==> config.mk <==
export PLATFORM = sky130hd
export DESIGN_NAME = mtm_alu_core
export DESIGN_NICKNAME = d
export VERILOG_FILES = /design/src/rtl/mtm_alu_core.sv
export SDC_FILE = /design/constraint.sdc
export NUM_CORES = 1
export LEC_CHECK = 0
export BUFFER_PORTS_ARGS = -buffer_cell sky130_fd_sc_hd__buf_4
export CAP_MARGIN = 10
export CORE_ASPECT_RATIO = 1.2
export CORE_UTILIZATION = 40
export CTS_BUF_LIST = sky130_fd_sc_hd__clkbuf_4
export DETAILED_ROUTE_END_ITERATION = 16
export SYNTH_ARGS = -nofsm -noshare
export SYNTH_HDL_FRONTEND = slang
export SYNTH_SLANG_ARGS = --single-unit
==> constraint.sdc <==
create_clock -name clk -period 5.95 [get_ports clk]
set_input_delay 1.19 -clock clk [delete_from_list [all_inputs] [get_ports clk]]
set_output_delay 1.19 -clock clk [all_outputs]
set_load 0.1 [all_outputs]
==> src/rtl/mtm_alu_core.sv <==
`timescale 1ns/1ps
// mtm_alu_core
// Arithmetic core of the mtm_Alu. Accepts one decoded operation per frame,
// validates its CRC4 and opcode, computes the 32-bit result, flags and CRC3,
// and presents them to the output serializer with a one-cycle strobe. Each
// result or error strobe is followed by a hold period covering the outgoing
// serial frame. New work is refused during that period.
//
// Handshake: an operation transfers on a rising edge where in_valid and
// in_ready are both 1. in_ready is high only in IDLE. in_valid seen while
// in_ready is low is ignored entirely.
//
// Ports:
//   clk, rst            clock, asynchronous active-low reset
//   in_valid, in_ready  operation handshake
//   A, B, op, crc_in    operands, opcode, host CRC4
//   data_err            deserializer framing/packet error
//   C, carry, overflow, zero, negative, crc_out
//                       result bundle, stable from t_valid to next t_valid
//   t_valid             one-cycle result strobe
//   err_valid           one-cycle error strobe
//   err_flags           {ERR_DATA, ERR_CRC, ERR_OP}, held until next err_valid
//   state_dbg           current FSM state encoding
module mtm_alu_core #(
  parameter int DATA_HOLD = 55,
  parameter int ERR_HOLD  = 11
) (
  input  logic        clk,
  input  logic        rst,
  input  logic        in_valid,
  output logic        in_ready,
  input  logic [31:0] A,
  input  logic [31:0] B,
  input  logic [2:0]  op,
  input  logic [3:0]  crc_in,
  input  logic        data_err,
  output logic [31:0] C,
  output logic        carry,
  output logic        overflow,
  output logic        zero,
  output logic        negative,
  output logic [2:0]  crc_out,
  output logic        t_valid,
  output logic        err_valid,
  output logic [2:0]  err_flags,
  output logic [2:0]  state_dbg
);

  localparam int MAX_HOLD = (DATA_HOLD > ERR_HOLD) ? DATA_HOLD : ERR_HOLD;
  localparam int CNT_W    = $clog2(MAX_HOLD + 2);

  typedef enum logic [2:0] {
    S_IDLE  = 3'd0,
    S_CHECK = 3'd1,
    S_EXEC  = 3'd2,
    S_EMIT  = 3'd3,
    S_HOLD  = 3'd4
  } state_t;

  // Serial CRC4, MSB first, x^4+x+1, initial value 0.
  function automatic logic [3:0] crc4_f(input logic [67:0] m);
    logic [3:0] c;
    logic       fb;
    c = 4'b0000;
    for (int i = 67; i >= 0; i--) begin
      fb = c[3] ^ m[i];
      c  = {c[2:0], 1'b0} ^ ({4{fb}} & 4'b0011);
    end
    return c;
  endfunction

  // Serial CRC3, MSB first, x^3+x+1, initial value 0.
  function automatic logic [2:0] crc3_f(input logic [36:0] m);
    logic [2:0] c;
    logic       fb;
    c = 3'b000;
    for (int i = 36; i >= 0; i--) begin
      fb = c[2] ^ m[i];
      c  = {c[1:0], 1'b0} ^ ({3{fb}} & 3'b011);
    end
    return c;
  endfunction

  state_t             state_q;
  logic [31:0]        a_q, b_q;
  logic [2:0]         op_q;
  logic [3:0]         crc_in_q;
  logic               derr_q;
  logic               is_err_q;
  logic [CNT_W-1:0]   cnt_q;
  logic [31:0]        c_q;
  logic               carry_q, overflow_q, zero_q, negative_q;
  logic [2:0]         crc_out_q;
  logic               t_valid_q, err_valid_q;
  logic [2:0]         err_flags_q;

  logic [2:0]         errs_d;
  logic               op_bad;
  logic [32:0]        sum_d, diff_d;
  logic [31:0]        c_d;
  logic               carry_d, overflow_d, zero_d, negative_d;
  logic [2:0]         crc_out_d;

  always_comb begin
    op_bad = !(op_q inside {3'b000, 3'b001, 3'b100, 3'b101});
    // Only the highest-priority error is reported: DATA > CRC > OP.
    errs_d = 3'b000;
    if (derr_q)                                        errs_d = 3'b100;
    else if (crc4_f({b_q, a_q, 1'b1, op_q}) != crc_in_q) errs_d = 3'b010;
    else if (op_bad)                                   errs_d = 3'b001;

    sum_d      = {1'b0, b_q} + {1'b0, a_q};
    // Bit 32 of the 33-bit difference is the borrow (B < A unsigned).
    diff_d     = {1'b0, b_q} - {1'b0, a_q};
    c_d        = 32'd0;
    carry_d    = 1'b0;
    overflow_d = 1'b0;
    case (op_q)
      3'b000: c_d = a_q & b_q;
      3'b001: c_d = a_q | b_q;
      3'b100: begin
        c_d        = sum_d[31:0];
        carry_d    = sum_d[32];
        overflow_d = (a_q[31] == b_q[31]) && (sum_d[31] != b_q[31]);
      end
      3'b101: begin
        c_d        = diff_d[31:0];
        carry_d    = diff_d[32];
        overflow_d = (a_q[31] != b_q[31]) && (diff_d[31] != b_q[31]);
      end
      default: c_d = 32'd0;
    endcase
    zero_d     = (c_d == 32'd0);
    negative_d = c_d[31];
    crc_out_d  = crc3_f({c_d, 1'b0, carry_d, overflow_d, zero_d, negative_d});
  end

  // The result bundle and CRC3 are registered together at the end of EXEC so
  // that they are already valid in the EMIT cycle, where t_valid is high.
  // EMIT is also the strobe cycle on the error path, so both paths release
  // in_ready exactly (hold + 1) cycles after their strobe.
  always_ff @(posedge clk or negedge rst) begin
    if (!rst) begin
      state_q     <= S_IDLE;
      a_q         <= '0;
      b_q         <= '0;
      op_q        <= '0;
      crc_in_q    <= '0;
      derr_q      <= 1'b0;
      is_err_q    <= 1'b0;
      cnt_q       <= '0;
      c_q         <= '0;
      carry_q     <= 1'b0;
      overflow_q  <= 1'b0;
      zero_q      <= 1'b0;
      negative_q  <= 1'b0;
      crc_out_q   <= '0;
      t_valid_q   <= 1'b0;
      err_valid_q <= 1'b0;
      err_flags_q <= '0;
    end else begin
      t_valid_q   <= 1'b0;
      err_valid_q <= 1'b0;
      case (state_q)
        S_IDLE: begin
          if (in_valid) begin
            a_q      <= A;
            b_q      <= B;
            op_q     <= op;
            crc_in_q <= crc_in;
            derr_q   <= data_err;
            state_q  <= S_CHECK;
          end
        end
        S_CHECK: begin
          if (errs_d != 3'b000) begin
            err_valid_q <= 1'b1;
            err_flags_q <= errs_d;
            is_err_q    <= 1'b1;
          end else begin
            is_err_q    <= 1'b0;
          end
          state_q <= (errs_d != 3'b000) ? S_EMIT : S_EXEC;
        end
        S_EXEC: begin
          c_q        <= c_d;
          carry_q    <= carry_d;
          overflow_q <= overflow_d;
          zero_q     <= zero_d;
          negative_q <= negative_d;
          crc_out_q  <= crc_out_d;
          t_valid_q  <= 1'b1;
          state_q    <= S_EMIT;
        end
        S_EMIT: begin
          cnt_q   <= is_err_q ? CNT_W'(ERR_HOLD) : CNT_W'(DATA_HOLD);
          state_q <= S_HOLD;
        end
        S_HOLD: begin
          // A zero hold still spends one cycle here.
          if (cnt_q <= CNT_W'(1)) begin
            cnt_q   <= '0;
            state_q <= S_IDLE;
          end else begin
            cnt_q   <= cnt_q - CNT_W'(1);
          end
        end
        default: state_q <= S_IDLE;
      endcase
    end
  end

  assign in_ready  = (state_q == S_IDLE) && rst;
  assign C         = c_q;
  assign carry     = carry_q;
  assign overflow  = overflow_q;
  assign zero      = zero_q;
  assign negative  = negative_q;
  assign crc_out   = crc_out_q;
  assign t_valid   = t_valid_q;
  assign err_valid = err_valid_q;
  assign err_flags = err_flags_q;
  assign state_dbg = state_q;

endmodule

* Word-level counts from Yosys, hierarchy flattened
Index checks and enable logic that the tools add are counted.
** Word-level totals
- Output and inout bits :: 48
- Bits in registers :: 126
** Cells by class
- $add $sub $neg :: 3
- Equality and inequality tests :: 14
- Multiplexer cells :: 16
- Bitwise logic cells :: 205
- $lt $le $gt $ge :: 1
- Reduce and logical (&&, ||, !) cells :: 12
** Operator list (number)
- $xor 4x2->4 :: 66
- $pmux 32 s4 :: 1
- $xor 3x2->3 :: 37
- $xor 1x1->1 :: 98
- $add 32x32->33 :: 1
- $sub 32x32->33 :: 1
- $and 32x32->32 :: 1
- $logic_not 32->1 :: 1
- $or 32x32->32 :: 1
- $pmux 3 s5 :: 1
- $mux 3 :: 4
- $mux 6 :: 2
- $pmux 6 s2 :: 1
- $eq 3x3->1 const B :: 3
- $eq 3x1->1 const B :: 2
- $eq 3x2->1 const B :: 2
- $le 6x1->1 const B :: 1
- $logic_not 3->1 :: 2
- $reduce_and 2->1 :: 3
- $sub 6x1->6 const B :: 1
- $mux 1 :: 5
- $ne 2x2->1 const B :: 2
- $ne 4x4->1 :: 1
- $pmux 1 s2 :: 2
- 8 further kinds :: 12

* Logic depth before layout (Yosys ltp)
- Depth after elaboration :: 138
- Gate-level depth with buffers :: 25
- Depth with buffers taken out :: 24

* Worst setup path after synthesis
OpenSTA, ideal clock, no wires.
- Path kind :: flip-flop to flip-flop
- From :: register a_q[1]
- To :: register crc_out_q[1] (netlist: crc_out[1])
- Clock period less this slack :: 5.799 ns
- Slack :: 0.151 ns
- Buffers on the path :: 0
- Setup time :: 0.126 ns
- Stages on the path, launching flop included :: 23
- Data arrival time :: 5.673 ns
- Cell sequence :: dfrtp_1 > inv_1 > ha_1 > o21ba_2 > or4_4 > a2111oi_4 > o21bai_2 > a21oi_4 > a221oi_2 > o31ai_4 > a21oi_1 > xor2_1 > a221oi_4 > ha_1 > nand2_1 > nor4_1 > o2111ai_1 > or4b_1 > nor4_2 > nand4b_1 > o31ai_2 > xnor3_1 > mux2_4
** Between the ends
- Cells in the longest elaborated chain, start to end :: 55
** RTL lines
- start: declaration :: line 85 : logic [31:0] a_q, b_q;
- start signal: assignment :: line 145 : a_q <= '0;
- start signal: assignment :: line 167 : a_q <= A;
- $sub 32x32->33 or $add 32x32->33 (tied branches) :: line 114, 112
- $pmux 32 s4 :: line 118 : case (op_q)
- $xor 3x2->3 :: line 79 : c = {c[1:0], 1'b0} ^ ({3{fb}} & 3'b011);
- $xor 1x1->1 or $xor 3x2->3 (tied branches) :: line 78, 79
- $xor 3x2->3 or $xor 1x1->1 (tied branches) :: line 79, 78
- $xor 3x2->3 :: line 79
- $xor 1x1->1 or $xor 3x2->3 (tied branches) :: line 78, 79
- $xor 3x2->3 or $xor 1x1->1 (tied branches) :: line 79, 78
- [... 38 more ...]
- $xor 3x2->3 or $xor 1x1->1 (tied branches) :: line 79, 78
- $xor 3x2->3 (2 in series) :: line 79
- $xor 1x1->1 or $xor 3x2->3 (tied branches) :: line 78, 79
- $xor 3x2->3 or $xor 1x1->1 (tied branches) :: line 79, 78
- $xor 3x2->3 :: line 79
- $xor 1x1->1 or $xor 3x2->3 (tied branches) :: line 78, 79
- $xor 3x2->3 or $xor 1x1->1 (tied branches) :: line 79, 78
- $xor 3x2->3 (*) :: line 79
- end signal: assignment :: line 191 : crc_out_q <= crc_out_d;
- end: declaration :: line 93 : logic [2:0] crc_out_q;
Every way passes the cells marked *; elsewhere a longest branch is shown, timed or not.
A chain may end at the register's enable or synchronous reset.

* Worst setup path after layout
Ends and elaborated chain as after synthesis.

==> Implementation_results.wiki <==
{| class="wikitable"
! Metric !! Value
|-
| Clock buffer depth || 2
|-
| Remaining routing DRC violations || 1
|-
| Num CTS Buffers || 17
|-
| Register bit total from synthesis || 125
|-
| Total wire length after detailed routing || 37.8 mm
|-
| Kind of launch point of the worst setup path || flip-flop
|-
| Setup repair after global routing missed its margin || yes
|-
| Layout cells sized above 1 || 0.225
|-
| Synthesized Nets || 1496
|-
| Sequential share of the synthesized area || 0.288
|-
| Slowest cell on the critical path || or4b_1
|-
| First-pass iteration count of the detailed router || 13
|-
| Mean Syn Cell Area || 8.23 µm²
|-
| Top fanout value on the critical path || 3
|-
| Vias after detailed routing || 10200
|-
| Hold Crit Depth || 2
|-
| Fin nets || 1690
|-
| Least-Margin Pin Slew || 0.927 ns
|-
| Endpoints failing setup || 0
|-
| Yosys cell types || 88
|-
| Number of warning messages in the yosys log || 0
|-
| Min-Delay Path Class || flip-flop to flip-flop
|-
| Vias in the first global route || 10000
|-
| Width of the chip || 152 µm
|-
| Crit Path Category || flip-flop to flip-flop
|-
| Final Max Slew Viols || 0
|-
| CORE AREA || 26500 µm²
|-
| Wire length of the first global-routing pass || 57.7 mm
|-
| Number of port buffers || 122
|-
| Die boundary height || 183 µm
|-
| Die footprint || 27800 µm²
|-
| Synth Cell Area || 10900 µm²
|-
| Max Clock Freq || 0.175 GHz
|-
| Asr flop ratio synth || 1.00
|-
| Top cells by count, synth || 185 x nand2_1, 141 x o21ai_0, 139 x xnor2_1, 125 x dfrtp_1
|-
| Final RePlAce weighted congestion || 0.985
|-
| Syn Inst Count || 1320
|-
| WHS || 0.490 ns
|-
| Number of synthesized flops with an enable pin || 0
|-
| Series of cell instances along the critical path || inv_2, ha_4, o21ba_4, or4_4, a2111oi_4, o21bai_2, a21oi_4, a221oi_4, o31ai_4, a21oi_2, xor2_1, a221oi_4, ha_2, nand2_2, nor4_2, o2111ai_1, or4b_1, nor4_2, nand4b_1, o31ai_4, xnor3_1, mux2_4
|-
| Antenna-violating nets left || 0
|-
| Initial antenna violation count || 1
|-
| Total clock sinks || 125
|-
| Average wire per cell in the routed design || 20.3 µm
|-
| Root buffer cell || clkbuf_4
|-
| Most used standard cell by instance count after synthesis || nand2_1
|-
| Dpl cells || 1821
|-
| Clock tree from TritonCTS || yes
|-
| H-tree Lvls || 4
|-
| Critical Path Sink Type || flip-flop
|-
| Final standard cell count with taps included and fillers excluded || 1863
|-
| Clock transition time at the flip-flop clock pins of the worst setup and hold paths || 0.12 ns
|-
| Crit path arrival time || 6.20 ns
|-
| Global-route total usage across every layer || 0.275
|-
| Portion of the clock cycle consumed by the worst path in the final layout || 0.962
|-
| Number of max-cap violations || 0
|-
| Leftover overflow at the end of global routing || 0
|-
| Hpwl dp || 30.3 mm
|-
| Violated checks || DRC
|-
| Initial core utilization || 0.410
|-
| Run status || complete, but fails checks
|-
| Most common flop cell mapped by yosys || dfrtp_1
|-
| Top post-synthesis cells by area || dfrtp_1 29%, ha_1 11%, xnor2_1 11%
|-
| Reg-to-reg slack, setup || 0.23 ns
|-
| Ports || 123
|-
| Relative max-transition margin || 0.377
|-
| Area share of the largest cell type after synthesis || 0.288
|-
| Area Overhead vs Synth || 22.8%
|-
| Std cell rows || 65
|-
| Delay of the slowest cell on the worst path || 0.56 ns
|-
| Number of cell instances on the worst register-to-register path || 22
|-
| Top cell type by total area after synthesis || dfrtp_1
|-
| Clock latency reported for the late side of the worst-skew pair || 0.59 ns
|-
| CP required || 6.43 ns
|-
| Number of hold violations in the final report || 0
|-
| Iter 0 DRT Violations || 723
|-
| Worst clock skew on the final layout || 0.0235 ns
|-
| Pin count of the biggest net entering global routing || 70
|-
| Crit path time final || 5.72 ns
|-
| Detailed-route vias per instance || 5.50
|}
worst max-delay path, delay by kind of cell (launching register included):
kind                       cells  cell delay, ns
AOI/OAI and AO/OA             10            2.16
and+or+nand+nor                6            1.76
DFF                            1            0.44
adders and majority gates      2            0.44
xor gates and xnor gates       2            0.43
muxes                          1            0.27
buffers and inverters          1            0.11
final timing paths:
check	endpoint	startpoint
min in group asynchronous	crc_out[1]	rst
min	is_err_q	is_err_q
max reg2reg	crc_out[1]	a_q[1]
max in group asynchronous	op_q[0]	rst
min reg2reg	is_err_q	is_err_q
max	crc_out[1]	a_q[1]
registers in the layout, indices dropped and copies added (netlist names):
name	count
err_valid	1
err_flags	3
C	32
crc_out	3
state_dbg	3
derr_q	1
carry	1
op_q	3
crc_in_q	4
overflow	1
cnt_q	6
is_err_q	1
b_q	32
t_valid	1
a_q	32
zero	1
routing by layer:
metal | wire, µm | vias to the layer above | track usage | part of all wire
met5 | 0 | - | 0 | 0
met4 | 2080 | 0 | 0.162 | 0.055
met3 | 1690 | 93 | 0.0404 | 0.045
met2 | 18000 | 315 | 0.463 | 0.48
met1 | 16000 | 4899 | 0.335 | 0.42
li1 | - | 4932 | - | -
what timing repair did:
item / in CTS / in global routing
setup buffers: 1 / 8
endpoints found under the hold margin: 0 / 0
pin swaps: 1 / 32
gates cloned: 0 / 0
resized for setup: 3 / 42
endpoints found under the setup margin: 1 / 2
hold buffers: 0 / 0
kinds of logic (layout without fill, tap and decap cells):
group | Yosys count | count (layout) | share of synthesized area
mux | 7 | 7 | 0.00760
buf+inv | 165 | 372 | 0.0604
compound gates | 379 | 379 | 0.232
fa+ha+maj | 101 | 101 | 0.118
simple gates | 374 | 374 | 0.150
other cells | 0 | 1 | 0
xor+xnor | 169 | 169 | 0.144
flops | 125 | 125 | 0.288
area by class of cell:
| class | instances | area (µm²) |
|---|---|---|
| clock inverter | 14 | 151 |
| fill | 2595 | 13200 |
| tap | 335 | 419 |
| timing repair buffer | 240 | 1830 |
| clock buffer | 18 | 135 |
| antenna | 1 | 2.50 |
| sequential | 125 | 3130 |
| multi-input combinational | 1030 | 7300 |
| inverter | 100 | 375 |
layout by cell type, fill, tap and decap left out, types with 5 or more instances in the layout:
cell / count
xnor2_1: 138
o21bai_1: 10
a2111oi_0: 7
o21ai_1: 5
nand2b_1: 7
ha_1: 93
o22ai_1: 6
a31o_2: 5
nor4_1: 6
a211oi_1: 13
o31ai_1: 10
a31oi_1: 6
inv_1: 98
clkbuf_4: 18
nor2b_1: 9
o21ai_0: 137
xor2_1: 23
buf_4: 236
a21o_1: 8
nor3_1: 14
mux2_2: 6
or3_1: 6
o211ai_1: 13
nand2_1: 183
nor2_1: 95
dfrtp_1: 124
xnor3_1: 6
a221oi_1: 11
nand3_1: 17
a21oi_1: 75
a221oi_2: 5
per-stage QoR:
stage          TNS (ns)   util  area (µm²)  setup slack, ns
6_report              0  0.503       13300            0.228
5_1_grt          -0.322  0.503       13300           -0.197
4_1_cts               0  0.494       13100           0.0168
3_5_place_dp     -0.140  0.482       12800           -0.140
3_3_place_gp          0  0.482       12800           0.0159
2_1_floorplan         0      -       10900            0.151
Power is left out: the tool's default activity adds up to more than one toggle a clock period on the data nets, which glitch-free logic cannot reach.
